**src/rtl/sisc_pkg.sv**
```systemverilog
// Shared types and encodings for the SISC control sequencer.
package sisc_pkg;

    typedef enum logic [3:0] {
        StStart0,
        StStart1,
        StFetch,
        StDecode,
        StExecute,
        StMem,
        StWb,
        StWb2,
        StHalt
    } state_e;

    localparam int unsigned OP_NOOP = 0;
    localparam int unsigned OP_LOD  = 1;
    localparam int unsigned OP_STR  = 2;
    localparam int unsigned OP_SWP  = 3;
    localparam int unsigned OP_BRA  = 4;
    localparam int unsigned OP_BRR  = 5;
    localparam int unsigned OP_BNE  = 6;
    localparam int unsigned OP_BNR  = 7;
    localparam int unsigned OP_ALU  = 8;
    localparam int unsigned OP_HLT  = 15;

    localparam int unsigned AM_IMM = 8;

    localparam logic [1:0] ALU_RR   = 2'b00;
    localparam logic [1:0] ALU_RI   = 2'b01;
    localparam logic [1:0] ALU_PASS = 2'b10;

    localparam logic [1:0] PC_INC = 2'd0;
    localparam logic [1:0] PC_ABS = 2'd1;
    localparam logic [1:0] PC_REL = 2'd2;

endpackage

```
**src/rtl/br_cond.sv**
```systemverilog
// Branch-taken evaluation from the latched opcode, condition mask and status flags.
module br_cond
    import sisc_pkg::*;
#(
    parameter int unsigned OP_W = 4,
    parameter int unsigned MM_W = 4
) (
    input  logic [OP_W-1:0] i_op,
    input  logic [MM_W-1:0] i_mm,
    input  logic [MM_W-1:0] i_stat,
    output logic            o_taken
);

    logic w_hit;
    logic w_mm_zero;

    assign w_hit     = |(i_stat & i_mm);
    assign w_mm_zero = ~|i_mm;

    always_comb begin
        o_taken = 1'b0;
        case (32'(i_op))
            OP_BRA, OP_BRR: o_taken = w_mm_zero | w_hit;
            OP_BNE, OP_BNR: o_taken = ~w_hit;
            default:        o_taken = 1'b0;
        endcase
    end

endmodule

```
**src/rtl/ctrl_seq.sv**
```systemverilog
// Multi-cycle control sequencer for the SISC datapath.
// Optional memory-ready stall with timeout is enabled by defining CTRL_MEM_WAIT_EN.
module ctrl_seq
    import sisc_pkg::*;
#(
    parameter int unsigned OP_W     = 4,
    parameter int unsigned MM_W     = 4,
    parameter int unsigned ALU_OP_W = 2,
    parameter int unsigned WAIT_MAX = 15
) (
    input  logic                clk,
    input  logic                rst,
    input  logic [OP_W-1:0]     opcode,
    input  logic [MM_W-1:0]     mm,
    input  logic [MM_W-1:0]     stat,
    input  logic                mem_rdy,
    output logic                rf_we,
    output logic                wb_sel,
    output logic [ALU_OP_W-1:0] alu_op,
    output logic [1:0]          pc_sel,
    output logic                pc_write,
    output logic                ir_load,
    output logic                mem_re,
    output logic                mem_we,
    output logic                swp_phase,
    output logic                halted,
    output logic                err
);

    localparam int unsigned CNT_W = $clog2(WAIT_MAX + 1);

    state_e          r_state;
    logic [OP_W-1:0] r_op;
    logic [MM_W-1:0] r_mm;

    logic       w_is_lod;
    logic       w_is_str;
    logic       w_is_swp;
    logic       w_is_alu;
    logic       w_is_abs;
    logic       w_is_mem;
    logic       w_taken;
    logic [1:0] w_alu_exec;

    assign w_is_lod = (32'(r_op) == OP_LOD);
    assign w_is_str = (32'(r_op) == OP_STR);
    assign w_is_swp = (32'(r_op) == OP_SWP);
    assign w_is_alu = (32'(r_op) == OP_ALU);
    assign w_is_abs = (32'(r_op) == OP_BRA) || (32'(r_op) == OP_BNE);
    assign w_is_mem = w_is_lod | w_is_str;

    br_cond #(
        .OP_W (OP_W),
        .MM_W (MM_W)
    ) u_br_cond (
        .i_op    (r_op),
        .i_mm    (r_mm),
        .i_stat  (stat),
        .o_taken (w_taken)
    );

    always_comb begin
        w_alu_exec = ALU_PASS;
        if (w_is_alu) begin
            w_alu_exec = (32'(r_mm) == AM_IMM) ? ALU_RI : ALU_RR;
        end else if (w_is_mem) begin
            w_alu_exec = ALU_RI;
        end
    end

`ifdef CTRL_MEM_WAIT_EN
    logic [CNT_W-1:0] r_cnt;
    logic             r_err;

    assign err = r_err;
`else
    logic             w_unused_rdy;
    logic [CNT_W-1:0] w_unused_cnt;

    assign w_unused_rdy = mem_rdy;
    assign w_unused_cnt = '0;
    assign err          = 1'b0;
`endif

    always_ff @(posedge clk or posedge rst) begin
        if (rst) begin
            r_state <= StStart0;
            r_op    <= '0;
            r_mm    <= '0;
`ifdef CTRL_MEM_WAIT_EN
            r_cnt   <= '0;
            r_err   <= 1'b0;
`endif
        end else begin
            case (r_state)
                StStart0:  r_state <= StStart1;
                StStart1:  r_state <= StFetch;
                StFetch:   r_state <= StDecode;
                StDecode: begin
                    r_op    <= opcode;
                    r_mm    <= mm;
                    r_state <= (32'(opcode) == OP_HLT) ? StHalt : StExecute;
                end
                StExecute: r_state <= StMem;
                StMem: begin
`ifdef CTRL_MEM_WAIT_EN
                    // A ready on the final allowed cycle still completes the access.
                    if (w_is_mem && !mem_rdy) begin
                        if (r_cnt == CNT_W'(WAIT_MAX - 1)) begin
                            r_state <= StHalt;
                            r_err   <= 1'b1;
                            r_cnt   <= '0;
                        end else begin
                            r_cnt <= r_cnt + CNT_W'(1);
                        end
                    end else begin
                        r_cnt   <= '0;
                        r_state <= StWb;
                    end
`else
                    r_state <= StWb;
`endif
                end
                StWb:      r_state <= w_is_swp ? StWb2 : StFetch;
                StWb2:     r_state <= StFetch;
                StHalt:    r_state <= StHalt;
                default:   r_state <= StStart0;
            endcase
        end
    end

    always_comb begin
        rf_we     = 1'b0;
        wb_sel    = 1'b0;
        alu_op    = ALU_OP_W'(ALU_PASS);
        pc_sel    = PC_INC;
        pc_write  = 1'b0;
        ir_load   = 1'b0;
        mem_re    = 1'b0;
        mem_we    = 1'b0;
        swp_phase = 1'b0;
        halted    = 1'b0;
        case (r_state)
            StFetch: begin
                ir_load  = 1'b1;
                pc_write = 1'b1;
                pc_sel   = PC_INC;
            end
            StExecute: begin
                alu_op = ALU_OP_W'(w_alu_exec);
                if (w_taken) begin
                    pc_write = 1'b1;
                    pc_sel   = w_is_abs ? PC_ABS : PC_REL;
                end
            end
            StMem: begin
                alu_op = ALU_OP_W'(w_alu_exec);
                mem_re = w_is_lod;
                mem_we = w_is_str;
            end
            StWb: begin
                rf_we  = w_is_alu | w_is_lod | w_is_swp;
                wb_sel = w_is_lod;
            end
            StWb2: begin
                rf_we     = 1'b1;
                swp_phase = 1'b1;
            end
            StHalt:  halted = 1'b1;
            default: ;
        endcase
    end

endmodule

```
**config.mk**
```make
export PLATFORM = sky130hd
export DESIGN_NAME = ctrl_seq
export DESIGN_NICKNAME = d
export VERILOG_FILES = /design/src/rtl/sisc_pkg.sv /design/src/rtl/br_cond.sv /design/src/rtl/ctrl_seq.sv
export SDC_FILE = /design/constraint.sdc
export NUM_CORES = 1
export LEC_CHECK = 0
export ABC_AREA = 1
export CAP_MARGIN = 40
export CORE_MARGIN = 2
export CORE_UTILIZATION = 45
export DETAILED_ROUTE_END_ITERATION = 12
export PLACE_DENSITY = 0.81
export SYNTH_ARGS = -nofsm -noshare
export SYNTH_HDL_FRONTEND = slang
export SYNTH_SLANG_ARGS = --single-unit
export TNS_END_PERCENT = 100
```
**constraint.sdc**
```tcl
create_clock -name clk -period 1.9 [get_ports clk]
set_input_delay 0.19 -clock clk [delete_from_list [all_inputs] [get_ports clk]]
set_output_delay 0.19 -clock clk [all_outputs]
set_load 0.05 [all_outputs]
```
==> summary.md <==
| Metric | Value |
|---|---|
| Hpwl dp | `1340 um` |
| Critical path type | `reg2out` |
| Slowest cell on crit path | `dfrtp_1` |
| Share of cells above drive strength 1 | `29.0%` |
| Area leader, netlist | `dfrtp_1` |
| Post-Place Cell Area | `1090 sq um` |
| Synth Warn # | `0` |
| Starting density of the core | `48.9%` |
| Final setup fails | `0` |
| Leakage Power | `0.530 nW` |
| VDD IR max | `0.918 mV` |
| Syn avg cell area | `7.23 sq um` |
| Critical Path Source | `r_state[3]` |
| Slew Limit Fails | `0` |
| CP Max Fanout | `6` |
| Final WL | `1700 um` |
| Delay-heaviest family, CP | `simple AND/OR/NAND/NOR gates` |
| Post-Synth Adder-Cell Area | `0%` |
| Detail Route Antenna Nets | `0` |
| Bufs on Longest Clock Path | `2` |
| Grt ovf | `0` |
| Part of the power in combinational logic | `59.3%` |
| CTS root buffer | `clkbuf_4` |
| GPL Wtd Cong | `0.754` |
| Sequential Power Share | `28.9%` |
| Switching Share | `49.2%` |
| H-Tree Depth | `1` |
| Fin worst setup slack | `108 ps` |
| Wire length per cell | `11.6 um` |
| Reg2reg end | `r_state[2]` |
| Std-Cell Rows | `14` |
| Fin util | `75.8%` |
| Crit Reg-Reg Startpoint | `r_state[0]` |
| CTS clk-pin slew, worst paths | `80 ps` |
| Worst-Skew Late Latency | `280 ps` |
| Largest family of logic cells by synthesized area | `simple AND/OR/NAND/NOR gates` |
| Most used cell, CP | `inv_2` |
| Leading cell type in the layout, fill and taps excluded | `nand2_1` |
| Antenna Cells | `0` |
| Final Power | `0.00174 W` |
| Fmax | `558 MHz` |
| Worst r2r path cells | `6` |
| Worst Hold Class | `in2async` |
| Synth Area in Compound Gates | `8.74%` |
| Post-Syn Nets | `118` |
| Vias in the first global route | `661` |
| Hold Vio Cnt, Final | `0` |
| CTS tree | `built` |
| Antenna violations before repair | `0` |
| Nets | `147` |
| Worst setup SP type | `flop` |
| Largest net degree at the start of global routing | `15` |
| Buffers added on ports | `25` |
| Top cell type's share of synthesized area | `40.3%` |
| Synth Area in Simple Gates | `39.5%` |
| Chip Width | `44.7 um` |
| WP buf/inv | `3` |
| Post-synth cell types | `22` |
| GRT Total Usage | `19.6%` |
| I/O pin count | `28` |
| Period minus WS final | `1790 ps` |
| Post-route cell area | `1150 sq um` |
| First-pass GRT wire length | `2740 um` |
| TritonRoute pass-1 iters | `4` |
| GR Layer Usage met2 | `27.5%` |
| Reg2reg setup slack | `720 ps` |
| CP max stage delay | `410 ps` |
| Post-synthesis mux area share | `0%` |
| Hold_buf cts | `0` |
| Post-Synth XOR/XNOR Area | `0%` |
| Clock Skews | `3.63 ps` |
| Met1 global-route usage | `26.0%` |
| Outcome | `completed` |
| Worst EP required | `1710 ps` |
| Synth Instances | `103` |
| Vias | `758` |
| RSZ-0062 raised after global routing | `true` |
| Synthesis-stage register bit count | `12` |
| Most crowded layer after global routing | `met2` |
| Clk network pwr share | `11.8%` |
| Vias per cell | `5.16` |
| Critical path capture point type | `output port` |
| DP Worst Slack | `332 ps` |
| Crit path DAT | `1600 ps` |
| Most frequent cells in the layout | `nand2_1 (27), clkdlybuf4s50_1 (13), dfrtp_1 (12)` |
| TritonCTS Buffers | `3` |
| Hold slack | `228 ps` |
| Seq/Total Area, Yosys | `40.3%` |
| Crit path cell chain | `inv_2, nand2_2, inv_2, nand2_1, nor2_1, nand3_2, nor2_2, buf_12` |
| PD cells | `1500 nW/um^2` |
| Die area | `2000 sq um` |
| Core Footprint | `1520 sq um` |
| M3 GR Usage | `3.27%` |
| CTS sink count | `12` |
| Die height | `44.7 um` |
| Internal power | `0.000883 W` |
| Max-Cap Viols | `0` |
| NetSw | `0.000855 W` |
| Syn Std Cell Area | `744 sq um` |
| Area Overhead vs Synth | `55.1%` |
| Area contributors post-synth | `dfrtp_1 (40%), nand2_1 (14%), nor2_1 (7.6%)` |
| Tcrit/Tclk final | `94.3%` |
| DRC | `0` |
| Initial DRC count | `20` |
-- flip-flops by register name (all words and copies together) (netlist names) --
signal / count
r_state: 4
r_mm: 4
r_op: 4
-- how the worst max path moves through the flow --
stage	cells after the start	slack (ps)	to
detailed placement	8	330	pc_sel[0]
floorplan	5	40	alu_op[0]
global route	8	-30	pc_sel[1]
global placement	8	340	pc_sel[1]
finish	8	110	pc_sel[1]
CTS	8	30	pc_sel[0]
-- power by group through the flow --
stage          Sequential, W  Clock, W  Combinational [W]
2_1_floorplan       0.000474         0           0.000731
3_3_place_gp        0.000490         0           0.000983
3_5_place_dp        0.000495         0            0.00101
4_1_cts             0.000490  0.000208            0.00101
5_1_grt             0.000523  0.000220            0.00114
6_report            0.000502  0.000205            0.00103
-- timing repair --
action	4_1_cts	5_1_grt
buffers inserted	0	1
gates resized for setup	0	7
endpoints found under the hold margin	0	0
setup endpoints to repair	0	6
-- cell usage after synthesis --
master    count
nand2_2       7
dfrtp_1      12
buf_12        1
nor2_1       15
a21oi_1       2
nand2_1      27
conb_1        1
nand3_1       6
o21ai_1       3
inv_1        11
inv_2         1
nand2_4       1
nand4_1       3
nor3_1        3
nor2_4        1
o21ai_0       2
clkinv_4      1
nor4_1        1
buf_4         1
o22ai_1       1
o21ai_2       2
a31oi_1       1
-- kinds of logic after synthesis --
group                  after synthesis
AND/OR/NAND/NOR                     64
AO/OA/AOI/OAI                       11
other                                1
flip-flops                          12
buffers and inverters               15
-- per-stage QoR --
stage / setup TNS, ps / std cells
global route: -35.1 / 147
finish: 0 / 147
detailed placement: 0 / 142
floorplan: 0 / 103
global placement: 0 / 142
CTS: 0 / 146
-- metal layers --
layer	wire length, um	vias up	part of all wire, %
li1	-	383	-
met1	727	340	43
met2	825	30	49
met3	96	5	5.7
met4	50	0	2.9
met5	0	-	0
-- layout make-up --
cell class	count	area, sq um
Multi-Input combinational cell	76	392
Fill cell	105	369
Timing Repair Buffer	26	353
Sequential cell	12	300
Inverter	13	53.8
Clock buffer	4	36.3
Tap cell	16	20.0
No activity file was read; power rests on OpenSTA's default activity.
